$ cat src/rtl/alu_seq_ctrl.sv
// Nibble-serial wide adder sequencer driving an external 4-bit ALU, LSB nibble first.
// Optional signed-overflow output ovf is enabled by defining ALU_SEQ_OVF_FLAG_EN.
module alu_seq_ctrl #(
  parameter int unsigned NIBBLES = 4
) (
  input  logic                   clk,
  input  logic                   rst,
  input  logic                   start,
  input  logic [4*NIBBLES-1:0]   a,
  input  logic [4*NIBBLES-1:0]   b,
  input  logic                   ci,
  input  logic                   en,
  output logic                   ready,
  output logic                   busy,
  output logic                   done,
  output logic [4*NIBBLES-1:0]   result,
  output logic                   co,
  output logic [3:0]             alu_a,
  output logic [3:0]             alu_b,
  output logic                   alu_ci,
  output logic                   alu_s,
  input  logic [3:0]             alu_out,
  input  logic                   alu_co
`ifdef ALU_SEQ_OVF_FLAG_EN
  ,
  output logic                   ovf
`endif
);

  localparam int unsigned IdxW = (NIBBLES > 1) ? $clog2(NIBBLES) : 1;
  localparam logic [IdxW-1:0] IdxLast = IdxW'(NIBBLES - 1);

  typedef enum logic [1:0] {StIdle, StRun, StDone} state_e;

  state_e                  state_q, state_d;
  logic [NIBBLES-1:0][3:0] a_q, b_q, result_q;
  logic                    en_q, carry_q, co_q;
  logic [IdxW-1:0]         idx_q;
  logic                    last;

  assign last = (idx_q == IdxLast);

  always_ff @(posedge clk or posedge rst) begin
    if (rst) begin
      state_q <= StIdle;
    end else begin
      state_q <= state_d;
    end
  end

  always_comb begin
    state_d = state_q;
    case (state_q)
      StIdle:  if (start) state_d = StRun;
      StRun:   if (last) state_d = StDone;
      StDone:  state_d = StIdle;
      default: state_d = StIdle;
    endcase
  end

  always_ff @(posedge clk or posedge rst) begin
    if (rst) begin
      a_q      <= '0;
      b_q      <= '0;
      result_q <= '0;
      en_q     <= 1'b0;
      carry_q  <= 1'b0;
      co_q     <= 1'b0;
      idx_q    <= '0;
    end else begin
      case (state_q)
        StIdle: begin
          if (start) begin
            a_q      <= a;
            b_q      <= b;
            en_q     <= en;
            carry_q  <= ci;
            idx_q    <= '0;
            result_q <= '0;
            co_q     <= 1'b0;
          end
        end
        StRun: begin
          result_q[idx_q] <= alu_out;
          carry_q         <= alu_co;
          idx_q           <= idx_q + 1'b1;
          // Final carry is captured here so it stays valid after DONE.
          if (last) co_q <= en_q & alu_co;
        end
        default: ;
      endcase
    end
  end

`ifdef ALU_SEQ_OVF_FLAG_EN
  logic ovf_q;

  // Carry into the MSB xor carry out of the MSB gives signed overflow.
  always_ff @(posedge clk or posedge rst) begin
    if (rst) begin
      ovf_q <= 1'b0;
    end else if (state_q == StIdle && start) begin
      ovf_q <= 1'b0;
    end else if (state_q == StRun && last) begin
      ovf_q <= en_q & (a_q[NIBBLES-1][3] ^ b_q[NIBBLES-1][3] ^ alu_out[3] ^ alu_co);
    end
  end

  assign ovf = ovf_q;
`endif

  always_comb begin
    ready  = (state_q == StIdle);
    busy   = (state_q == StRun);
    done   = (state_q == StDone);
    alu_a  = 4'h0;
    alu_b  = 4'h0;
    alu_ci = 1'b0;
    alu_s  = 1'b0;
    if (state_q == StRun) begin
      alu_a  = a_q[idx_q];
      alu_b  = b_q[idx_q];
      alu_ci = carry_q;
      alu_s  = en_q;
    end
  end

  assign result = result_q;
  assign co     = co_q;

endmodule

$ cat config.mk
export PLATFORM = sky130hd
export DESIGN_NAME = alu_seq_ctrl
export DESIGN_NICKNAME = d
export VERILOG_FILES = /design/src/rtl/alu_seq_ctrl.sv
export SDC_FILE = /design/constraint.sdc
export NUM_CORES = 1
export LEC_CHECK = 0
export ABC_AREA = 1
export BUFFER_PORTS_ARGS = -buffer_cell sky130_fd_sc_hd__buf_2
export CORE_ASPECT_RATIO = 2
export CORE_UTILIZATION = 30
export CTS_CLUSTER_SIZE = 24
export DETAILED_ROUTE_END_ITERATION = 7
export PLACE_DENSITY = 0.61
export SETUP_SLACK_MARGIN = 0.05
export SYNTH_ARGS = -nofsm -noshare
export SYNTH_HDL_FRONTEND = slang
export SYNTH_SLANG_ARGS = --single-unit
$ cat constraint.sdc
create_clock -name clk -period 2.05 [get_ports clk]
set_clock_uncertainty 0.1 [all_clocks]
set_input_delay 0.205 -clock clk [delete_from_list [all_inputs] [get_ports clk]]
set_output_delay 0.205 -clock clk [all_outputs]
set_load 0.02 [all_outputs]
==> impl_metrics.sql <==
INSERT INTO impl_metrics (metric_group, metric, value, unit) VALUES
('synthesis', 'synth_edf_count', '0', ''),
('clock_network', 'cts.htree.levels', '2', ''),
('detailed_routing', 'first_iter_violations', '62', ''),
('placement', 'dpl.hpwl', '4.758', 'mm'),
('synthesis', 'top_area_cells_in_the_synthesized_netlist', 'dfrtp_1, a21oi_2, nand2_1', ''),
('synthesis', 'post_synth_fa_ha_maj_area_fraction', '1.894', '%'),
('timing', 'report.final.slew_viol_count', '0', ''),
('die', 'die-height', '134.7', 'um'),
('synthesis', 'share_of_cell_area_taken_by_muxes_after_synthesis', '0', '%'),
('pwr', 'power_density', '1614', 'nW/um^2'),
('die', 'die_outline_area', '9211', 'um^2'),
('synthesis', 'yosys.area_share.simple', '19.37', '%'),
('clock_network', 'clk_transition_reported_paths', '0.07', 'ns'),
('pwr', 'max-vdd-ir-drop', '0.6516', 'mV'),
('timing', 'final.period_utilization', '90.62', '%'),
('grt', 'grt_start_max_net_pins', '49', ''),
('detailed_routing', 'routed_wl', '6.226', 'mm'),
('synthesis', 'synth_xor_xnor_area_share', '0', '%'),
('pwr', 'p_leak', '1.741', 'nW'),
('synthesis', 'synth_top_family_by_area', 'simple AND/OR/NAND/NOR gates', ''),
('die', 'starting_density_of_the_core', '30.77', '%'),
('synthesis', 'synth_largest_area_cell', 'dfrtp_1', ''),
('timing', 'relSlewSlack', '59.47', '%'),
('synthesis', 'synth_cell_type_count', '17', ''),
('placement', 'placed_cells', '461', ''),
('timing', 'slew_at_the_pin_closest_to_its_max_slew_limit', '0.6080', 'ns'),
('synthesis', 'synth_area_per_cell', '8.808', 'um^2'),
('detailed_routing', 'antenna_violating_nets_post_route', '0', ''),
('synthesis', 'ys_dominant_reg_cell', 'dfrtp_1', ''),
('critical_path', 'critical-path-slowest-cell', 'dfrtp_1', ''),
('grt', 'grtUsageTotal', '14.56', '%'),
('synthesis', 'netlist_area', '2643', 'um^2'),
('grt', 'gr-total-overflow', '0', ''),
('critical_path', 'crit_path_dat', '1.55', 'ns'),
('placement', 'io_buffer_count', '71', ''),
('placement', 'pre_cts_slack', '0.3690', 'ns'),
('detailed_routing', 'routed_length_per_instance', '13.25', 'um'),
('clock_network', 'numClockSinks', '55', ''),
('synthesis', 'syn-instance-count', '300', ''),
('synthesis', 'post_synthesis_register_bit_count', '55', ''),
('clock_network', 'max-clock-path-buffers', '2', ''),
('final_layout', 'syn2layout_area_growth', '23.30', '%'),
('synthesis', 'synth.net_count', '346', ''),
('timing', 'finalCriticalPeriod', '1.858', 'ns'),
('critical_path', 'setup.worst_path.class', 'reg -> out', ''),
('critical_path', 'worstSetupEndpointType', 'output pin', ''),
('clock_network', 'number_of_clock_buffers_inserted_by_tritoncts', '5', ''),
('critical_path', 'timing.critical_path.from_type', 'flip-flop', ''),
('timing', 'final_hold_viol_count', '0', ''),
('final_layout', 'fin_util', '37.94', '%'),
('critical_path', 'list_of_cells_traversed_by_the_critical_path', 'inv_2 > nand2_1 > nand3_1 > a21oi_1 > buf_2', ''),
('synthesis', 'yosysSeqAreaShare', '52.08', '%'),
('synthesis', 'synth_warnings', '0', ''),
('clock_network', 'insertion_delay', '0.29', 'ns'),
('synthesis', 'synth-compound-area-share', '16.24', '%'),
('grt', 'first_global_vias', '2012', ''),
('clock_network', 'clk_tree_root_cell', 'clkbuf_16', ''),
('job', 'max-cap-violations', '0', ''),
('timing', 'grt_setup_unrepaired', 'no', ''),
('die', 'boundaryPins', '72', ''),
('clock_network', 'cts.repair_timing.setup_buffer_count', '0', ''),
('clock_network', 'cts_tree', 'built', ''),
('final_layout', 'post_layout_nonfiller_instances', '470', ''),
('critical_path', 'cp_top_family', 'flip-flops', ''),
('critical_path', 'timing.critical_path.buf_inv', '2', ''),
('timing', 'fin_setup_tns', '0', 'ns'),
('timing', 'timing.final.ws_setup', '0.1922', 'ns'),
('placement', 'finalWeightedCongestion', '0.7409', ''),
('final_layout', 'drive_above_1_share', '33.24', '%'),
('run_status', 'outcome', 'complete, no violations', ''),
('detailed_routing', 'route.detailed.drc', '0', '');
## flip-flops by register name, summed over array words and instances (netlist names)
name and flops:
a_q 16, b_q 16, carry_q 1, co 1, en_q 1, idx_q 2, result 16, state_q 2
## tightest hold or removal path, cell delays in order
cell and delay, ns:
buf_2 0.08, nor2_1 0.04, a21oi_2 0.08
## timing repair
| action | CTS | global route |
|---|---|---|
| hold buffers | 1 | 0 |
| endpoints found under the setup margin | 1 | 0 |
| gates resized for setup | 1 | 0 |
| endpoints found under the hold margin | 21 | 0 |
## path summary, 6_finish.rpt
check                         start   endpoint  cells after the start
setup / recovery           idx_q[0]   alu_a[3]                      5
hold / removal                b[13]    b_q[13]                      3
setup reg to reg           idx_q[1]  result[0]                      5
hold reg to reg                  co         co                      2
max in group asynchronous       rst     b_q[3]                      4
min in group asynchronous       rst     a_q[5]                      3
## metrics by stage
stage / area (um^2) / total power [mW] / hold WS [ns]
6_report: 3258 / 5.258 / 0.04644
2_1_floorplan: 2643 / 3.636 / 0.2569
3_3_place_gp: 3072 / 4.262 / 0.1567
3_5_place_dp: 3072 / 4.314 / 0.1623
5_1_grt: 3258 / 5.657 / 0.05009
4_1_cts: 3258 / 5.322 / 0.04235
## metal layers
| metal | routed length (um) | track usage [%] | up-vias |
|---|---|---|---|
| li1 | - | - | 1080 |
| met1 | 2477 | 16.92 | 990 |
| met2 | 3357 | 25.05 | 42 |
| met3 | 245 | 2.280 | 9 |
| met4 | 146 | 6.713 | 0 |
| met5 | 0 | 0 | - |
## report_power, final
group          switching (mW)  total, mW  internal [mW]
sequential              0.206       1.76           1.55
combinational            1.68       2.51          0.829
clock                   0.381      0.989          0.608
total                    2.27       5.26           2.99
## placed cells by master (no fill, tap or decap)
cell type	instances
inv_2	2
nand3_1	34
nand2_1	45
bufinv_16	1
clkbuf_16	5
nand2_2	1
dfrtp_1	55
inv_1	42
ha_1	4
o21ai_0	16
clkbuf_8	1
buf_12	1
nor3_1	1
buf_4	4
buf_2	71
clkinv_2	1
nand2_4	1
nor2_4	2
a21oi_1	12
clkinv_1	1
o21ai_2	4
dlygate4sd3_1	1
a21oi_2	29
nor2_1	36
## area by class of cell
| cell class | instances | area [um^2] | area share [%] |
|---|---|---|---|
| Clock buffer | 6 | 138.9 | 4.263 |
| Tap cell | 100 | 125.1 | 3.840 |
| Multi-Input combinational cell | 185 | 998.5 | 30.65 |
| Clock inverter | 2 | 35.03 | 1.075 |
| Sequential cell | 55 | 1376 | 42.24 |
| Timing Repair Buffer | 77 | 415.4 | 12.75 |
| Inverter | 45 | 168.9 | 5.184 |
## cells by family (layout without fill, tap and decap cells)
kind of cell	after synthesis	count (layout)
buffers and inverters	60	130
AOI/OAI and AO/OA	61	61
adders and majority gates	4	4
DFF	55	55
and+or+nand+nor	120	120
Note: power is estimated with default switching activity, not from simulation.
